==> config.mk <==
export PLATFORM = sky130hd
export DESIGN_NAME = button_debounce_ctrl
export DESIGN_NICKNAME = d
export VERILOG_FILES = /design/src/rtl/button_debounce_ctrl_pkg.sv /design/src/rtl/button_debounce_ctrl_tick_gen.sv /design/src/rtl/button_debounce_ctrl.sv
export SDC_FILE = /design/constraint.sdc
export NUM_CORES = 1
export LEC_CHECK = 0
export ABC_AREA = 1
export ABC_CLOCK_PERIOD_IN_PS = 2700
export BUFFER_PORTS_ARGS = -buffer_cell sky130_fd_sc_hd__buf_2
export CAP_MARGIN = 20
export CORE_ASPECT_RATIO = 0.9
export CORE_MARGIN = 10
export CORE_UTILIZATION = 35
export DETAILED_ROUTE_END_ITERATION = 8
export SKIP_LAST_GASP = 1
export SYNTH_ARGS = -nofsm -noshare
export SYNTH_HDL_FRONTEND = slang
export SYNTH_SLANG_ARGS = --single-unit
==> constraint.sdc <==
create_clock -name clk -period 2.7 [get_ports clk]
set_input_delay 0 -clock clk [delete_from_list [all_inputs] [get_ports clk]]
set_output_delay 0 -clock clk [all_outputs]
set_load 0.02 [all_outputs]
==> src/rtl/button_debounce_ctrl_pkg.sv <==
// Shared definitions for the button debounce controller: parameter
// defaults, the event FSM state type and the event index width helper.
package btn_pkg;

   localparam int N_BTN_DEF         = 5;
   localparam int TICK_DIV_DEF      = 100000;
   localparam int STABLE_CNT_DEF    = 4;
   localparam int REPEAT_DELAY_DEF  = 50;
   localparam int REPEAT_PERIOD_DEF = 10;

   typedef enum logic {
      IDLE    = 1'b0,
      PRESENT = 1'b1
   } evt_state_e;

   // Width of a button index; never narrower than one bit.
   function automatic int idx_width(input int n);
      return (n > 1) ? $clog2(n) : 1;
   endfunction

endpackage

==> src/rtl/button_debounce_ctrl_tick_gen.sv <==
// Sample-tick generator: a free-running 0..TICK_DIV-1 counter on the system
// clock. tick_o is a one-cycle enable, never used as a clock.
module tick_gen
   import btn_pkg::*;
#(
   parameter int TICK_DIV = TICK_DIV_DEF
) (
   input  logic clk,
   input  logic rst,
   output logic tick_o
);

   localparam int CW = $clog2(TICK_DIV);
   localparam logic [CW-1:0] LAST = CW'(TICK_DIV - 1);

   logic [CW-1:0] cnt_q;

   // Count up and wrap to zero after the tick cycle.
   always_ff @(posedge clk or negedge rst) begin
      if (!rst)              cnt_q <= '0;
      else if (cnt_q == LAST) cnt_q <= '0;
      else                   cnt_q <= cnt_q + 1'b1;
   end

   assign tick_o = (cnt_q == LAST);

endmodule

==> src/rtl/button_debounce_ctrl.sv <==
// Multi-button debounce controller. Raw levels are synchronised, debounced
// on a shared sample tick, and press events are queued per button and
// presented lowest index first to a single consumer.
// Optional macro BTN_AUTO_REPEAT_EN adds per-button auto-repeat while held.
module button_debounce_ctrl
   import btn_pkg::*;
#(
   parameter int N_BTN         = N_BTN_DEF,
   parameter int TICK_DIV      = TICK_DIV_DEF,
   parameter int STABLE_CNT    = STABLE_CNT_DEF,
   parameter int REPEAT_DELAY  = REPEAT_DELAY_DEF,
   parameter int REPEAT_PERIOD = REPEAT_PERIOD_DEF
) (
   input  logic                          clk,
   input  logic                          rst,
   input  logic [N_BTN-1:0]              btn_i,
   input  logic                          event_ack_i,
   input  logic                          clr_ovr_i,
   output logic [N_BTN-1:0]              db_o,
   output logic [N_BTN-1:0]              rel_o,
   output logic                          event_valid_o,
   output logic [idx_width(N_BTN)-1:0]   event_id_o,
   output logic [N_BTN-1:0]              ovr_o,
   output logic                          tick_o
);

   localparam int IW = idx_width(N_BTN);
   localparam int CW = $clog2(STABLE_CNT + 1);

   if (TICK_DIV < 2 || STABLE_CNT < 1 || REPEAT_PERIOD < 1 ||
       REPEAT_PERIOD > REPEAT_DELAY) begin : g_bad_cfg
      $error("button_debounce_ctrl: illegal parameter set");
   end

   logic             tick;
   logic [N_BTN-1:0] sync1_q, sync2_q;
   logic [CW-1:0]    cnt_q [N_BTN];
   logic [N_BTN-1:0] db_q, rel_q, pend_q, ovr_q;
   logic [N_BTN-1:0] accept, press_set, pend_set, ack_clr;
   evt_state_e       state_q, state_d;
   logic [IW-1:0]    id_q, id_d, lowest;
   logic             ack_take;

   tick_gen #(.TICK_DIV(TICK_DIV)) u_tick (
      .clk    (clk),
      .rst    (rst),
      .tick_o (tick)
   );

   // Two-flop synchroniser per button.
   always_ff @(posedge clk or negedge rst) begin
      if (!rst) begin
         sync1_q <= '0;
         sync2_q <= '0;
      end else begin
         sync1_q <= btn_i;
         sync2_q <= sync1_q;
      end
   end

   // A button flips on the tick that completes STABLE_CNT differing samples.
   always_comb begin
      accept = '0;
      for (int i = 0; i < N_BTN; i++)
         accept[i] = tick && (sync2_q[i] != db_q[i]) &&
                     (cnt_q[i] == CW'(STABLE_CNT - 1));
      press_set = accept & sync2_q;
   end

   // Debounce counters, debounced level and one-cycle release pulse.
   always_ff @(posedge clk or negedge rst) begin
      if (!rst) begin
         for (int i = 0; i < N_BTN; i++) cnt_q[i] <= '0;
         db_q  <= '0;
         rel_q <= '0;
      end else begin
         rel_q <= '0;
         if (tick) begin
            for (int i = 0; i < N_BTN; i++) begin
               if (sync2_q[i] == db_q[i]) begin
                  cnt_q[i] <= '0;
               end else if (accept[i]) begin
                  cnt_q[i] <= '0;
                  db_q[i]  <= sync2_q[i];
                  rel_q[i] <= ~sync2_q[i];
               end else begin
                  cnt_q[i] <= cnt_q[i] + 1'b1;
               end
            end
         end
      end
   end

`ifdef BTN_AUTO_REPEAT_EN
   localparam int HW = $clog2(REPEAT_DELAY + 1);

   logic [HW-1:0]    hold_q [N_BTN];
   logic [N_BTN-1:0] rpt_set;

   // A repeat fires on the tick that brings the hold count to REPEAT_DELAY.
   always_comb begin
      rpt_set = '0;
      for (int i = 0; i < N_BTN; i++)
         rpt_set[i] = tick && db_q[i] && (hold_q[i] == HW'(REPEAT_DELAY - 1));
      pend_set = press_set | rpt_set;
   end

   // Hold counters: after a repeat, step back so the next one comes
   // REPEAT_PERIOD ticks later.
   always_ff @(posedge clk or negedge rst) begin
      if (!rst) begin
         for (int i = 0; i < N_BTN; i++) hold_q[i] <= '0;
      end else begin
         for (int i = 0; i < N_BTN; i++) begin
            if (!db_q[i])
               hold_q[i] <= '0;
            else if (rpt_set[i])
               hold_q[i] <= HW'(REPEAT_DELAY - REPEAT_PERIOD);
            else if (tick)
               hold_q[i] <= hold_q[i] + 1'b1;
         end
      end
   end
`else
   // Only debounced presses raise events.
   always_comb begin
      pend_set = press_set;
   end
`endif

   // Decode the acknowledged event into a per-button clear.
   always_comb begin
      ack_clr = '0;
      for (int i = 0; i < N_BTN; i++)
         ack_clr[i] = ack_take && (id_q == IW'(i));
   end

   // Pending and sticky overrun bits; a new set beats the ack clear, and an
   // overrun set beats clr_ovr_i.
   always_ff @(posedge clk or negedge rst) begin
      if (!rst) begin
         pend_q <= '0;
         ovr_q  <= '0;
      end else begin
         pend_q <= pend_set | (pend_q & ~ack_clr);
         ovr_q  <= (pend_set & pend_q & ~ack_clr) |
                   (ovr_q & ~{N_BTN{clr_ovr_i}});
      end
   end

   // Lowest-index pending button.
   always_comb begin
      lowest = '0;
      for (int i = N_BTN - 1; i >= 0; i--)
         if (pend_q[i]) lowest = IW'(i);
   end

   // Event FSM state and presented index registers.
   always_ff @(posedge clk or negedge rst) begin
      if (!rst) begin
         state_q <= IDLE;
         id_q    <= '0;
      end else begin
         state_q <= state_d;
         id_q    <= id_d;
      end
   end

   // Handshake: event_valid_o is high exactly while PRESENT, with
   // event_id_o held stable; the event is consumed on a clock edge where
   // event_ack_i is high, after which valid stays low for at least one
   // cycle. event_ack_i has no effect while valid is low.
   always_comb begin
      state_d  = state_q;
      id_d     = id_q;
      ack_take = 1'b0;
      case (state_q)
         IDLE: begin
            if (|pend_q) begin
               id_d    = lowest;
               state_d = PRESENT;
            end
         end
         PRESENT: begin
            if (event_ack_i) begin
               ack_take = 1'b1;
               state_d  = IDLE;
            end
         end
         default: state_d = IDLE;
      endcase
   end

   assign db_o          = db_q;
   assign rel_o         = rel_q;
   assign ovr_o         = ovr_q;
   assign tick_o        = tick;
   assign event_valid_o = (state_q == PRESENT);
   assign event_id_o    = id_q;

endmodule
==> flow_summary.json <==
{
  "outcome": "finished, final reports clean",
  "cp.arrival_ns": 1.90,
  "final_util": 0.426,
  "post_cts_resized": 0,
  "via_per_inst": 4.58,
  "ios": 29,
  "period_minus_slack_ns": 1.90,
  "tightest_slew_ns": 0.815,
  "grt_max_degree": 67,
  "endpoint_kind": "output port",
  "hold_viol": 0,
  "cts.reportedPaths.clkPinSlew_ns": 0.08,
  "critical_path_class": "register to output port",
  "fp.dieW_um": 118,
  "startpoint": "u_tick.cnt_q[16]",
  "rrSetupSlack_ns": 0.82,
  "start_util": 0.357,
  "globalplace.congestion": 0.847,
  "antennaDiodeCount": 0,
  "cts_buffers": 9,
  "drive_above_1_share": 0.161,
  "maxCapViolations": 0,
  "clk_latency_ns": 0.34,
  "cp_top_family": "simple AND/OR/NAND/NOR gates",
  "synth-seq-cells": 66,
  "yosysWarnings": 0,
  "synth_edf_count": 0,
  "grt_overflow_total": 0,
  "rsz0062_at_grt": "false",
  "layout.nets": 408,
  "power_density_nw_per_um2": 674,
  "coreArea_um2": 8530,
  "cp.required_ns": 2.70,
  "avgSynthCellArea_um2": 8.72,
  "dpl_worst_slack_ns": 0.823,
  "grtUsageTotal": 0.104,
  "clockBufferDepth": 2,
  "crit_chain": "inv_2, nor2_1, nand3_1, nor3_4, buf_2",
  "fin_hold_ws_ns": 0.0172,
  "grt_pass1_wl_mm": 10.9,
  "syn-num-nets": 364,
  "synth_ff_type": "dfrtp_1",
  "grt_pass1_vias": 2348,
  "rows": 32,
  "area_growth_pct": 19.4,
  "io_buffers": 28,
  "vias": 2370,
  "yosysSeqAreaShare": 0.543,
  "setup_viol": 0,
  "drc": 0,
  "cp-endpoint": "tick_o",
  "worst_path_max_delay_cell": "dfrtp_1",
  "drv_slew": 0,
  "finalWirelength_mm": 6.22,
  "path_depth": 5,
  "power_uw": 2450,
  "die_y_um": 108,
  "r2r_start": "u_tick.cnt_q[16]",
  "drt.antenna.violating_nets": 0,
  "yosysUniqueCellTypes": 27,
  "wl_per_cell_um": 12.0,
  "cp_num_buf_inv": 2,
  "cts_tree": "yes",
  "ir_drop_uv": 233,
  "synth_area_um2": 3040,
  "h-tree-depth": 3,
  "slowest_delay_ns": 0.55,
  "cts_sinks": 66,
  "clock_skew_ns": 0.00999,
  "dieArea_um2": 12800,
  "reg2reg_to": "ovr_o[1]",
  "finalWorstSetupSlack_ns": 0.796,
  "period_share": 0.705,
  "fmax_mhz": 525,
  "cp-start-kind": "register",
  "synthesis.instances": 349,
  "max_slew_margin": 0.457,
  "p_leak_uw": 0.00194,
  "min_path_type": "primary input to register",
  "async_reset_ff_frac": 1.00,
  "initialDrtViolationCount": 74,
  "post_cts_buffers": 0,
  "crit_fanout": 10,
  "fin_tns_setup_ns": 0,
  "root_buffer": "clkbuf_8",
  "antenna_found_initial": 0,
  "dp_hpwl_mm": 4.51,
  "first_pass_iters": 4,
  "rr_worst_depth": 8
}
metrics by stage:
step                      cell area, µm²  instances
after floorplan                     3040        349
after global placement              3310        494
after detailed placement            3310        494
after CTS                           3630        517
after global routing                3630        517
final                               3630        517
cells in the final DEF (no fill, tap or decap), types with 7 or more instances in the layout:
master          n
nand2_1        87
dfrtp_1        66
nor2_1         51
inv_1          48
buf_2          28
nand4_1        17
nand3_1        13
clkbuf_8       10
xor2_1          8
nor2_2          7
dlygate4sd3_1   7
area by class of cell:
class	instances	area [µm²]
timing repair buffer	36	218
sequential	66	1650
fill	857	4890
clock buffer	10	138
clock inverter	6	114
inverter	51	191
multi-input combinational	229	1170
tap	119	149
where the power goes:
part	switching [µW]	internal, µW	total [µW]
Combinational	212	104	316
Clock	382	640	1020
Sequential	56.2	1060	1110
sequential cells by signal, indices dropped and copies added (netlist names):
name and cells:
sync1_q 5, event_id_o 3, u_tick.cnt_q 17, event_valid_o 1, sync2_q 5, cnt_q 15, rel_o 5, pend_q 5
ovr_o 5, db_o 5
synth_stat cells (4+ instances only):
cell type  count  area share
nand3_1       13       0.021
nor2_2         7       0.014
o21a_1         5       0.012
nor2_1        51       0.063
a21oi_1        4      0.0066
ha_1           6       0.025
inv_1         48       0.059
nor3_1         6      0.0099
o21ai_0        5      0.0082
dfrtp_1       66        0.54
nand4_1       17       0.035
nand2_1       87        0.11
xor2_1         8       0.023
worst min-delay path by stage:
stage | startpoint | to | cells after the start
after floorplan | rst | cnt_q[0] | 0
final | clr_ovr_i | ovr_o[4] | 4
after global placement | btn_i[2] | sync1_q[2] | 1
after global routing | clr_ovr_i | ovr_o[2] | 4
after detailed placement | btn_i[1] | sync1_q[1] | 1
after CTS | clr_ovr_i | ovr_o[4] | 4
timing repair:
action                                  CTS  global route
endpoints found under the setup margin    0             0
endpoints found under the hold margin    72             0
hold buffers                              7             0
logic make-up after synthesis:
group           Yosys count  synth area share
simple gates            193             0.292
flops                    66             0.543
buf+inv                  54            0.0720
xor+xnor                 10            0.0288
fa+ha+maj                 6            0.0247
compound gates           20            0.0403
per-layer routing:
| layer | vias up | track usage | routed length, µm |
|---|---|---|---|
| met5 | - | 0 | 0 |
| met4 | 0 | 0.0503 | 120 |
| met3 | 10 | 0.0229 | 185 |
| met2 | 39 | 0.164 | 2770 |
| met1 | 1135 | 0.134 | 3150 |
| li1 | 1186 | - | - |
worst min-delay path, stage by stage:
cell	delay, ns
buf_2	0.07
inv_1	0.11
nand2_1	0.09
nand2_1	0.05
Power figures use the tool's default switching activity.
